File: src/rtl/riscv_iq_pkg.sv
// Shared types for the RISC-V issue queue: default entry layout, load FSM states
// and the default load opcode.
package riscv_iq_pkg;

    localparam int IQ_REG_WIDTH   = 5;
    localparam int IQ_OP_WIDTH    = 7;
    localparam int IQ_DATA_WIDTH  = 10;
    localparam int IQ_LOAD_OPCODE = 0;

    // Entry layout at the default geometry; the top rebuilds it from its own parameters.
    typedef struct packed {
        logic [IQ_REG_WIDTH-1:0]  rs0;
        logic [IQ_REG_WIDTH-1:0]  rs1;
        logic [IQ_REG_WIDTH-1:0]  rd;
        logic [IQ_OP_WIDTH-1:0]   opcode;
        logic [IQ_DATA_WIDTH-1:0] data;
        logic                     done;
        logic                     err;
    } iq_entry_t;

    typedef enum logic [1:0] {
        IDLE = 2'd0,
        REQ  = 2'd1,
        WAIT = 2'd2
    } iq_state_e;

endpackage

File: src/rtl/riscv_iq_fifo.sv
// Generic circular buffer of entry_t with a write port into the current head entry.
// Depth need not be a power of two.
module riscv_iq_fifo
    import riscv_iq_pkg::*;
#(
    parameter int  DEPTH   = 4,
    parameter type entry_t = iq_entry_t
) (
    input  logic                       clk,
    input  logic                       reset,
    input  logic                       push,
    input  entry_t                     push_data,
    input  logic                       pop,
    input  logic                       head_wr,
    input  entry_t                     head_wr_data,
    output entry_t                     head_data,
    output logic [$clog2(DEPTH+1)-1:0] count,
    output logic                       full,
    output logic                       empty
);

    localparam int PTR_W = (DEPTH > 1) ? $clog2(DEPTH) : 1;
    localparam int CNT_W = $clog2(DEPTH + 1);

    entry_t             mem_r [DEPTH];
    logic [PTR_W-1:0]   wr_ptr_r;
    logic [PTR_W-1:0]   rd_ptr_r;
    logic [CNT_W-1:0]   count_r;
    logic               push_s;
    logic               pop_s;
    logic               full_s;
    logic               empty_s;

    function automatic logic [PTR_W-1:0] next_ptr(input logic [PTR_W-1:0] ptr);
        return (ptr == PTR_W'(DEPTH - 1)) ? {PTR_W{1'b0}} : ptr + PTR_W'(1);
    endfunction

    assign full_s  = (count_r == CNT_W'(DEPTH));
    assign empty_s = (count_r == {CNT_W{1'b0}});
    assign push_s  = push && !full_s;
    assign pop_s   = pop && !empty_s;

    // Storage, pointers and occupancy; the head write never targets the push slot
    // because it only happens while the queue is neither empty nor accepting into that slot.
    always_ff @(posedge clk) begin
        if (reset) begin
            wr_ptr_r <= {PTR_W{1'b0}};
            rd_ptr_r <= {PTR_W{1'b0}};
            count_r  <= {CNT_W{1'b0}};
            for (int i = 0; i < DEPTH; i++) begin
                mem_r[i] <= '0;
            end
        end else begin
            if (push_s) begin
                mem_r[wr_ptr_r] <= push_data;
                wr_ptr_r        <= next_ptr(wr_ptr_r);
            end
            if (head_wr && !empty_s) begin
                mem_r[rd_ptr_r] <= head_wr_data;
            end
            if (pop_s) begin
                rd_ptr_r <= next_ptr(rd_ptr_r);
            end
            if (push_s && !pop_s) begin
                count_r <= count_r + CNT_W'(1);
            end else if (pop_s && !push_s) begin
                count_r <= count_r - CNT_W'(1);
            end else begin
                count_r <= count_r;
            end
        end
    end

    assign head_data = mem_r[rd_ptr_r];
    assign count     = count_r;
    assign full      = full_s;
    assign empty     = empty_s;

endmodule

File: src/rtl/riscv_issue_queue.sv
// Issue queue: FIFO of decoded instructions with in-order load tracking at the head.
// Optional load watchdog enabled by defining RISCV_IQ_LD_TIMEOUT_EN.
module riscv_issue_queue
    import riscv_iq_pkg::*;
#(
    parameter int REG_WIDTH      = 5,
    parameter int OP_WIDTH       = 7,
    parameter int FIFO_DEPTH     = 4,
    parameter int ADDR_WIDTH     = 4,
    parameter int DATA_WIDTH     = 10,
    parameter int LOAD_OPCODE    = IQ_LOAD_OPCODE,
    parameter int TIMEOUT_CYCLES = 16
) (
    input  logic                            clk,
    input  logic                            reset,
    input  logic                            in_valid,
    output logic                            in_ready,
    input  logic [REG_WIDTH-1:0]            rs0,
    input  logic [REG_WIDTH-1:0]            rs1,
    input  logic [REG_WIDTH-1:0]            rd,
    input  logic [OP_WIDTH-1:0]             opcode,
    output logic                            ld_req,
    output logic [ADDR_WIDTH-1:0]           ld_addr,
    input  logic [DATA_WIDTH-1:0]           ld_data,
    input  logic                            ld_data_valid,
    output logic                            out_valid,
    input  logic                            out_ready,
    output logic [REG_WIDTH-1:0]            rs0_out,
    output logic [REG_WIDTH-1:0]            rs1_out,
    output logic [REG_WIDTH-1:0]            rd_out,
    output logic [OP_WIDTH-1:0]             opcode_out,
    output logic [DATA_WIDTH-1:0]           ld_data_out,
    output logic                            err_out,
    output logic [$clog2(FIFO_DEPTH+1)-1:0] count
);

    localparam int CNT_W = $clog2(FIFO_DEPTH + 1);

    typedef struct packed {
        logic [REG_WIDTH-1:0]  rs0;
        logic [REG_WIDTH-1:0]  rs1;
        logic [REG_WIDTH-1:0]  rd;
        logic [OP_WIDTH-1:0]   opcode;
        logic [DATA_WIDTH-1:0] data;
        logic                  done;
        logic                  err;
    } entry_t;

    entry_t                push_entry_s;
    entry_t                head_s;
    entry_t                head_upd_s;
    iq_state_e             state_r;
    iq_state_e             state_nxt_s;
    logic [ADDR_WIDTH-1:0] addr_cnt_r;
    logic [CNT_W-1:0]      count_s;
    logic                  push_s;
    logic                  pop_s;
    logic                  head_wr_s;
    logic                  full_s;
    logic                  empty_s;
    logic                  head_is_load_s;
    logic                  in_is_load_s;
    logic                  tmo_hit_s;

    assign push_entry_s = '{rs0: rs0, rs1: rs1, rd: rd, opcode: opcode,
                            data: {DATA_WIDTH{1'b0}}, done: 1'b0, err: 1'b0};

    assign head_is_load_s = (head_s.opcode == OP_WIDTH'(LOAD_OPCODE));
    assign in_is_load_s   = (opcode == OP_WIDTH'(LOAD_OPCODE));
    assign in_ready       = !full_s;
    assign push_s         = in_valid && !full_s;
    assign out_valid      = !empty_s && (!head_is_load_s || head_s.done);
    assign pop_s          = out_valid && out_ready;

    riscv_iq_fifo #(
        .DEPTH   (FIFO_DEPTH),
        .entry_t (entry_t)
    ) u_fifo (
        .clk          (clk),
        .reset        (reset),
        .push         (push_s),
        .push_data    (push_entry_s),
        .pop          (pop_s),
        .head_wr      (head_wr_s),
        .head_wr_data (head_upd_s),
        .head_data    (head_s),
        .count        (count_s),
        .full         (full_s),
        .empty        (empty_s)
    );

`ifdef RISCV_IQ_LD_TIMEOUT_EN
    localparam int TMO_W = $clog2(TIMEOUT_CYCLES + 1);

    logic [TMO_W-1:0] tmo_cnt_r;

    assign tmo_hit_s = (state_r == WAIT) && !ld_data_valid &&
                       (tmo_cnt_r == TMO_W'(TIMEOUT_CYCLES - 1));

    // Watchdog: counts cycles spent in WAIT, cleared whenever the FSM leaves it.
    always_ff @(posedge clk) begin
        if (reset) begin
            tmo_cnt_r <= {TMO_W{1'b0}};
        end else if (state_r == WAIT) begin
            tmo_cnt_r <= tmo_cnt_r + TMO_W'(1);
        end else begin
            tmo_cnt_r <= {TMO_W{1'b0}};
        end
    end

    assign err_out = !empty_s && head_s.err;
`else
    logic tmo_unused_s;

    assign tmo_hit_s    = 1'b0;
    assign tmo_unused_s = ^{head_s.err, TIMEOUT_CYCLES[0]};
    assign err_out      = 1'b0;
`endif

    // Load FSM state register and load address counter.
    always_ff @(posedge clk) begin
        if (reset) begin
            state_r    <= IDLE;
            addr_cnt_r <= {ADDR_WIDTH{1'b0}};
        end else begin
            state_r <= state_nxt_s;
            if (state_r == REQ) begin
                addr_cnt_r <= addr_cnt_r + ADDR_WIDTH'(1);
            end
        end
    end

    // Next state and head update; a load pushed into an empty queue is seen at the push edge.
    always_comb begin
        state_nxt_s = state_r;
        head_wr_s   = 1'b0;
        head_upd_s  = head_s;
        case (state_r)
            IDLE: begin
                if ((!empty_s && head_is_load_s && !head_s.done) ||
                    (empty_s && push_s && in_is_load_s)) begin
                    state_nxt_s = REQ;
                end else begin
                    state_nxt_s = IDLE;
                end
            end
            REQ: begin
                state_nxt_s = WAIT;
            end
            WAIT: begin
                if (ld_data_valid) begin
                    head_wr_s       = 1'b1;
                    head_upd_s.data = ld_data;
                    head_upd_s.done = 1'b1;
                    head_upd_s.err  = 1'b0;
                    state_nxt_s     = IDLE;
                end else if (tmo_hit_s) begin
                    head_wr_s       = 1'b1;
                    head_upd_s.data = {DATA_WIDTH{1'b1}};
                    head_upd_s.done = 1'b1;
                    head_upd_s.err  = 1'b1;
                    state_nxt_s     = IDLE;
                end else begin
                    state_nxt_s = WAIT;
                end
            end
            default: begin
                state_nxt_s = IDLE;
            end
        endcase
    end

    assign ld_req      = (state_r == REQ);
    assign ld_addr     = addr_cnt_r;
    assign rs0_out     = head_s.rs0;
    assign rs1_out     = head_s.rs1;
    assign rd_out      = head_s.rd;
    assign opcode_out  = head_s.opcode;
    assign ld_data_out = head_s.data;
    assign count       = count_s;

endmodule
File: config.mk
export PLATFORM = sky130hd
export DESIGN_NAME = riscv_issue_queue
export DESIGN_NICKNAME = d
export VERILOG_FILES = /design/src/rtl/riscv_iq_pkg.sv /design/src/rtl/riscv_iq_fifo.sv /design/src/rtl/riscv_issue_queue.sv
export SDC_FILE = /design/constraint.sdc
export NUM_CORES = 1
export LEC_CHECK = 0
export ABC_AREA = 1
export CAP_MARGIN = 20
export CORE_AREA = 2 2 140 142
export DETAILED_ROUTE_END_ITERATION = 6
export DIE_AREA = 0 0 142 144
export GPL_ROUTABILITY_DRIVEN = 0
export PLACE_DENSITY = 0.65
export SYNTH_ARGS = -nofsm -noshare
export SYNTH_HDL_FRONTEND = slang
export SYNTH_SLANG_ARGS = --single-unit
File: constraint.sdc
create_clock -name clk -period 2.6 [get_ports clk]
set_input_delay 0.39 -clock clk [delete_from_list [all_inputs] [get_ports clk]]
set_output_delay 0.39 -clock clk [all_outputs]
set_load 0.005 [all_outputs]
=== Word-level counts from Yosys, hierarchy flattened ===
Memories as Yosys holds them, arrays and structs flattened. A register that Yosys moved wholly into a read port is not among the register bits.
Index checks and enable logic that the tools add are counted.

* Add/sub/neg operators: 5
* Eq/ne operators: 5
* Muxes and demuxes: 27
* Reduce and logical (&&, ||, !) cells: 27

{| class="wikitable"
|+ Operators with widths
! kind !! number
|-
| two-way mux 34 bit || 2
|-
| OR reduction 34 bit || 2
|-
| two-way mux 12 bit || 2
|-
| logical NOT 7 bit || 2
|-
| two-way mux 2 bit || 7
|-
| two-way mux 1 bit || 13
|-
| logical AND 1 bit || 12
|-
| equality test 2 bit, second input constant || 3
|-
| logical NOT 1 bit || 6
|-
| two-way mux 3 bit || 2
|-
| case mux 2 bit (3 select lines) || 1
|-
| adder 2 x 1 -> 2 bit, second input constant || 2
|-
| adder 4 x 1 -> 4 bit, second input constant || 1
|-
| adder 3 x 1 -> 3 bit, second input constant || 1
|-
| equality test 3 bit, second input constant || 1
|-
| logical NOT 3 bit || 1
|-
| subtractor 3 x 1 -> 3 bit, second input constant || 1
|-
| equality test 2 x 1 -> 1 bit, second input constant || 1
|-
| logical NOT 2 bit || 1
|-
| logical OR 1 bit || 2
|-
| nonzero test 2 bit || 1
|}

* Bits in registers: 13
* Memory bits (writable): 136
* Input port bits: 37
* Output and inout bits: 43
* Logic and storage cells: 70
* Memories kept: 1

{| class="wikitable"
|+ Memories
! name !! words !! width !! rd ports !! clocked after Yosys merged registers in !! write ports !! RTL line !! RTL
|-
| u_fifo.mem_r || 4 || 34 || 1 || 1 || 4 || riscv_iq_fifo.sv:25 || <nowiki>entry_t mem_r [DEPTH];</nowiki>
|}

=== Longest topological paths before layout ===
Gate-level depths: netlist of run 1.

* Depth in word-level cells: 9
* Depth in mapped cells: 17
* Gate-level depth less buffers: 16

=== Cells and area by module ===
From an unflattened synthesis of run 1, not the netlist that was laid out.

* Cells, all modules: 1056
* Area total of the unflattened synthesis: 8563.2 µm²

{| class="wikitable"
|+ Modules (own cells, without submodules)
! module !! times used !! cells each !! area an instance (µm²) !! sequential area each (µm²)
|-
| riscv_iq_fifo || 1 || 963 || 8059.0 || 4264.1
|-
| riscv_issue_queue || 1 || 93 || 504.2 || 120.1
|}

=== Least setup slack after synthesis of run 1 ===
No wires, ideal clock.

* Path kind: reg2reg
* Start point: register u_fifo.count_r[0] (netlist: u_fifo.count[0])
* End point: memory u_fifo.mem_r[0][10] (netlist bit) (enable)
* Setup time: 0.391 ns
* Arrival time: 2.021 ns
* Required time: 2.209 ns
* Path slack: 0.188 ns
* Cell stages (with the launch flop): 10
* Period minus slack after synthesis: 2.412 ns
* Cell sequence: dfxtp_1 -> inv_1 -> nand3_2 -> nand2_1 -> nor2_4 -> nand2_1 -> nor2_4 -> buf_4 -> nor2_1 -> nand2_1

{| class="wikitable"
|+ RTL lines
! item !! RTL line !! RTL
|-
| from (decl) || riscv_iq_fifo.sv:28 || <nowiki>logic [CNT_W-1:0] count_r;</nowiki>
|-
| from (signal assigned) || riscv_iq_fifo.sv:49 || <nowiki>count_r <= {CNT_W{1'b0}};</nowiki>
|-
| from (signal assigned) || riscv_iq_fifo.sv:65 || <nowiki>count_r <= count_r + CNT_W'(1);</nowiki>
|-
| from (signal assigned) || riscv_iq_fifo.sv:67 || <nowiki>count_r <= count_r - CNT_W'(1);</nowiki>
|-
| to (decl) || riscv_iq_fifo.sv:25 ||
|}

==> run metrics, run 1 <==
first-pass GRT wire length=29100 um; largest cells by area after synthesis=edfxtp_1 53%, nand3_1 7.3%, nand2_1 5.7%; Rows=51; Worst Path Required=2.21 ns; final non-filler cell area=9190 um2; Ys Warns=0; fraction of layout cells with a size suffix above 1=0.120; Final min period=2.52 ns; clock tree root buffer cell=clkbuf_16; Ant. Diodes=0; Routed wire per std cell=17.3 um; crit path kind=reg -> out; Cell variety after synth=32; LEAKAGE=3.40 nW; drt pass-1 iters=5; synthesized area per cell=9.74 um2; P&R area growth vs syn=23.9%; vias in the first global route=5547; insertion delay to the later sink of the worst-skew pair=0.42 ns; worst vdd ir=0.597 mV; status=finished, final reports clean; placed cell area=8370 um2; Peak Freq=396 MHz; DIE WIDTH=142 um; Commonest cells post-synth=132 x edfxtp_1, 112 x nand2_1, 108 x nand3_1; drt first-iter violations=616; Synth top area share=0.534; Synth Flop Type=edfxtp_1; fin util=0.482; die area=20400 um2; HPWL Detailed=11300 um; Crit path arrival time=2.13 ns; DIE HEIGHT=144 um; vias per cell=5.36; Synth Instances=762; crit-path max FO=20; clock sink count=147; drc violations=0; fin. max-slew vios=0; WL final=18600 um; sequential share of the synthesized area=0.575; number of flops mapped to enable cells by yosys=132; core outline area=19100 um2; syn_nets=807; Port-buffer cells=78; H-tree levels=4; Power Dens Cells=1010 nW/um2; max cap viols=0; Worst Skew=0.00724 ns; Overflow after GRT=0; Clock Tree Buf Depth=2; Final #Nets=868; CTS tree=yes; Async SR Flop Fraction=0; Fin. Hold Viols=0; gr usage total=0.187; setup violators final=0; # IOs=80; largest net degree at the start of global routing=48; clk slew on worst S/H paths=0.06 ns; DR vias=5752; Synth area leader=edfxtp_1; RSZ-0062 raised after global routing=false; most common cell in the netlist=edfxtp_1; initial antenna violation count=0; post-synthesis instance area=7420 um2; final antenna-violating net count=0; Critical Path End Type=primary output; Initial Util=0.389; fin crit share=0.970; HP Class=reg -> reg; Setup crit start kind=flop; FF+latch count, synth=147; CTS Buf Count=17
report_power, final:
part	internal (mW)	switching (mW)	leakage (nW)
clock	1.75	0.942	0.306
sequential	2.98	0.167	1.49
combinational	1.49	1.92	1.60
total	6.22	3.03	3.40
cells by family (layout without fill, tap and decap cells):
kind of cell | count (synthesis) | after routing | synth area share
simple gates | 313 | 313 | 0.186
compound gates | 161 | 161 | 0.119
flops | 147 | 147 | 0.575
buf+inv | 121 | 195 | 0.0896
mux | 10 | 10 | 0.0140
fa+ha+maj | 8 | 8 | 0.0145
other cells | 1 | 1 | 0.000506
xor+xnor | 1 | 1 | 0.00118
what timing repair did:
action	in CTS	in global routing
gates cloned	0	2
hold buffers	0	0
pin swaps	0	2
gates resized for setup	10	15
endpoints found under the setup margin	25	25
setup buffers	0	1
per-stage QoR:
step                power [mW]  hold WS [ns]  instances   TNS, ns  setup WS [ns]
floorplan                 5.14         0.462        762         0          0.188
global placement          6.36         0.471       1039         0          0.264
detailed placement        6.39         0.482       1039         0          0.258
CTS                       9.15         0.494       1071  -0.00713       -0.00713
global route              9.78         0.531       1074         0        0.00560
finish                    9.25         0.487       1074         0         0.0769
cell type report:
class                      instances  area, um2
timing repair buffer             119       1220
tap                              238        298
multi-input combinational        494       2580
inverter                          44        175
clock inverter                    10        183
fill                            1730       9890
clock buffer                      22        464
sequential                       147       4270
registers in the layout (all words and copies together), names as in the netlist, named ones only:
register / flops
u_fifo.count: 3
u_fifo.rd_ptr_r: 2
state_r: 2
u_fifo.mem_r: 132
u_fifo.wr_ptr_r: 2
ld_addr: 4
final timing paths:
check | start | end | slack [ns] | cells after the start
max | flop | rs1_out[2] | 0.08 | 5
min | ld_addr[2]$_SDFFE_PP0P_ | ld_addr[2]$_SDFFE_PP0P_ | 0.49 | 2
max reg2reg | flop | u_fifo.count[2]$_SDFFE_PP0P_ | 0.25 | 16
min reg2reg | ld_addr[2]$_SDFFE_PP0P_ | ld_addr[2]$_SDFFE_PP0P_ | 0.49 | 2
layout by cell type, fill, tap and decap left out, drive strengths merged:
master	count
a21oi	21
a31oi	1
a32oi	15
buf	39
bufinv	5
clkbuf	24
clkdlybuf4s50	76
clkinv	2
clkinvlp	3
conb	1
dfxtp	15
dlymetal6s2s	2
edfxtp	132
fa	1
ha	7
inv	44
mux2i	10
nand2	113
nand3	110
nor2	84
nor3	4
nor4	2
o21ai	113
o22ai	11
xor2	1
metal layers:
| metal | track usage | routed length (um) | vias to the layer above |
|---|---|---|---|
| li1 | - | - | 2789 |
| met1 | 0.246 | 8200 | 2725 |
| met2 | 0.297 | 8740 | 211 |
| met3 | 0.0450 | 1330 | 27 |
| met4 | 0.0753 | 338 | 0 |
| met5 | 0 | 0 | - |
worst max-delay path: stages (launching register included):
cell	delay, ns
dfxtp_4	0.42
clkbuf_16	0.20
buf_8	0.18
nand2_1	0.09
a32oi_2	0.25
clkdlybuf4s50_1	0.55
Note: power is estimated with default switching activity, not from simulation.
==> inputs of run 2 (changes only) <==
- GPL_TIMING_DRIVEN: default -> 0
- SETUP_SLACK_MARGIN: default -> 0.5
==> run 2 against run 1 <==
Compared with the run above: power rose by 28%; maximum frequency rose by 8.5%; clock power fell by 6%; combinational power rose by 80%; design area rose by 23%; clock skew rose by 0.0063 ns; sequential power rose by 1%; largest power group unchanged.
==> run metrics, run 2 (synthesis gave the netlist of run 1 again) <==
status=finished, final reports clean; crit path kind=reg -> reg; H-tree levels=4; Port-buffer cells=77; max reg flops=132; placed cell area=8530 um2; commonest non-fill, non-tap cell in the layout=edfxtp_1; Hold Slack=0.341 ns; CTS tree=yes; Crit path arrival time=2.69 ns; max cap viols=0; Clock Tree Buf Depth=2; initial antenna violation count=0; Worst Tran Pin Value=0.832 ns; first-pass GRT wire length=36900 um; fraction of layout cells with a size suffix above 1=0.385; largest register by flop count=u_fifo.mem_r; Final #Nets=1014; Overflow after GRT=0; insertion delay to the later sink of the worst-skew pair=0.44 ns; LEAKAGE=4.37 nW; Peak Freq=430 MHz; hold_buf cts=0; largest net degree at the start of global routing=18; final worst setup slack=0.274 ns; clock sink count=147; final non-filler cell area=11300 um2; Rel. slew slack=0.446; gr usage total=0.244; drc violations=0; Fin. Hold Viols=0; power consumption=11.9 mW; Rows=51; die area=20400 um2; drt pass-1 iters=6; Worst Skew=0.0135 ns; fin crit share=0.895; Routed wire per std cell=22.2 um; min-delay src=reset; WL final=27000 um; drt first-iter violations=803; # IOs=80; RSZ-0062 raised after global routing=true; clk slew on worst S/H paths=0.06 ns; Setup crit start kind=flop; most frequent cells in the layout=132 x edfxtp_1, 97 x nand3_1, 87 x buf_4, 74 x o21ai_1, 73 x nand2_1; P&R area growth vs syn=52.1%; FF+latch area=4270 um2; vias in the first global route=6556; clock tree root buffer cell=clkbuf_16; fin. max-slew vios=0; core outline area=19100 um2; CTS Buf Count=17; final antenna-violating net count=0; fillcell total=1481; pre-CTS setup slack=-0.460 ns; DIE WIDTH=142 um; crit-path max FO=5; Final min period=2.33 ns; Ant. Diodes=0; DIE HEIGHT=144 um; Critical Path End Type=flop; HP Class=in -> reg; area of the multi-input gates=3360 um2; Initial Util=0.389; vias per cell=5.82; Worst Path Required=2.96 ns; Power Dens Cells=1050 nW/um2; HPWL Detailed=13400 um; DR vias=7095; worst vdd ir=0.568 mV; setup violators final=0
## run 2: cell count changes in the layout (fill, tap and decap cells not counted), moves of 12 or more
| cell | delta |
|---|---|
| buf_6 | +61 |
| buf_4 | +58 |
| nand2_1 | -36 |
| clkdlybuf4s50_1 | -31 |
| nand2_2 | +25 |
| o21ai_0 | -20 |
| buf_2 | +16 |
| buf_8 | +16 |
| o21ai_2 | +12 |
## run 2: worst paths after layout
| kind | to | slack [ns] | cells after the start |
|---|---|---|---|
| setup / recovery | u_fifo.count[2]$_SDFFE_PP0P_ | 0.27 | 18 |
| setup reg to reg | u_fifo.count[2]$_SDFFE_PP0P_ | 0.27 | 18 |
| hold reg to reg | ld_addr[2]$_SDFFE_PP0P_ | 0.49 | 2 |
| hold / removal | ld_addr[3]$_SDFFE_PP0P_ | 0.34 | 2 |
## run 2: final cells by class
class                      instances  area share
buffer                            77      0.0665
clock buffer                      18      0.0380
clock inverter                    13      0.0141
inverter                          44      0.0160
multi-input combinational        504       0.297
sequential                       147       0.379
tap                              238      0.0264
timing repair buffer             178       0.163
## run 2: timing repair
item	in CTS	in global routing
pin swaps	39	44
resized for setup	254	173
setup endpoints to repair	168	159
setup buffers	55	36
cloned	12	8
## run 2: worst max-delay path, stage by stage (launching register included)
cell and delay [ns]:
dfxtp_4 0.41, inv_6 0.07, buf_6 0.12, buf_4 0.13, nand2_1 0.06, nand3_1 0.08, nand2_1 0.10, nand2_2 0.10
nor2_4 0.11, nand2_2 0.06, nand3_2 0.08, ha_4 0.14, inv_4 0.03, fa_2 0.33, nor2_1 0.11, nor2_1 0.04
nand2_1 0.06, o21ai_0 0.08, a21oi_1 0.14
## run 2: power breakdown
| group | total (mW) | internal (mW) | switching [mW] |
|---|---|---|---|
| Clock | 2.52 | 1.50 | 1.02 |
| Sequential | 3.19 | 2.99 | 0.196 |
| Combinational | 6.15 | 3.16 | 2.99 |
## run 2: metal layers
layer	vias to the layer above	global-route usage	wire, um
met4	0	0.109	1390
met2	507	0.398	12900
met1	3375	0.315	9840
met3	117	0.0526	2890
met5	-	0	0
li1	3096	-	-
## run 2: through the flow
step,setup TNS (ns),util,cells
CTS,0,0.544,1175
global placement,-26.56,0.447,1077
finish,0,0.591,1219
global route,0,0.591,1219
floorplan,0,-,762
detailed placement,-27.89,0.447,1077
==> inputs of run 3 (changes only) <==
- CAP_MARGIN: 20 -> default
==> results of run 3 <==
No change in the layout: final DEF, timing and power equal those of run 2.
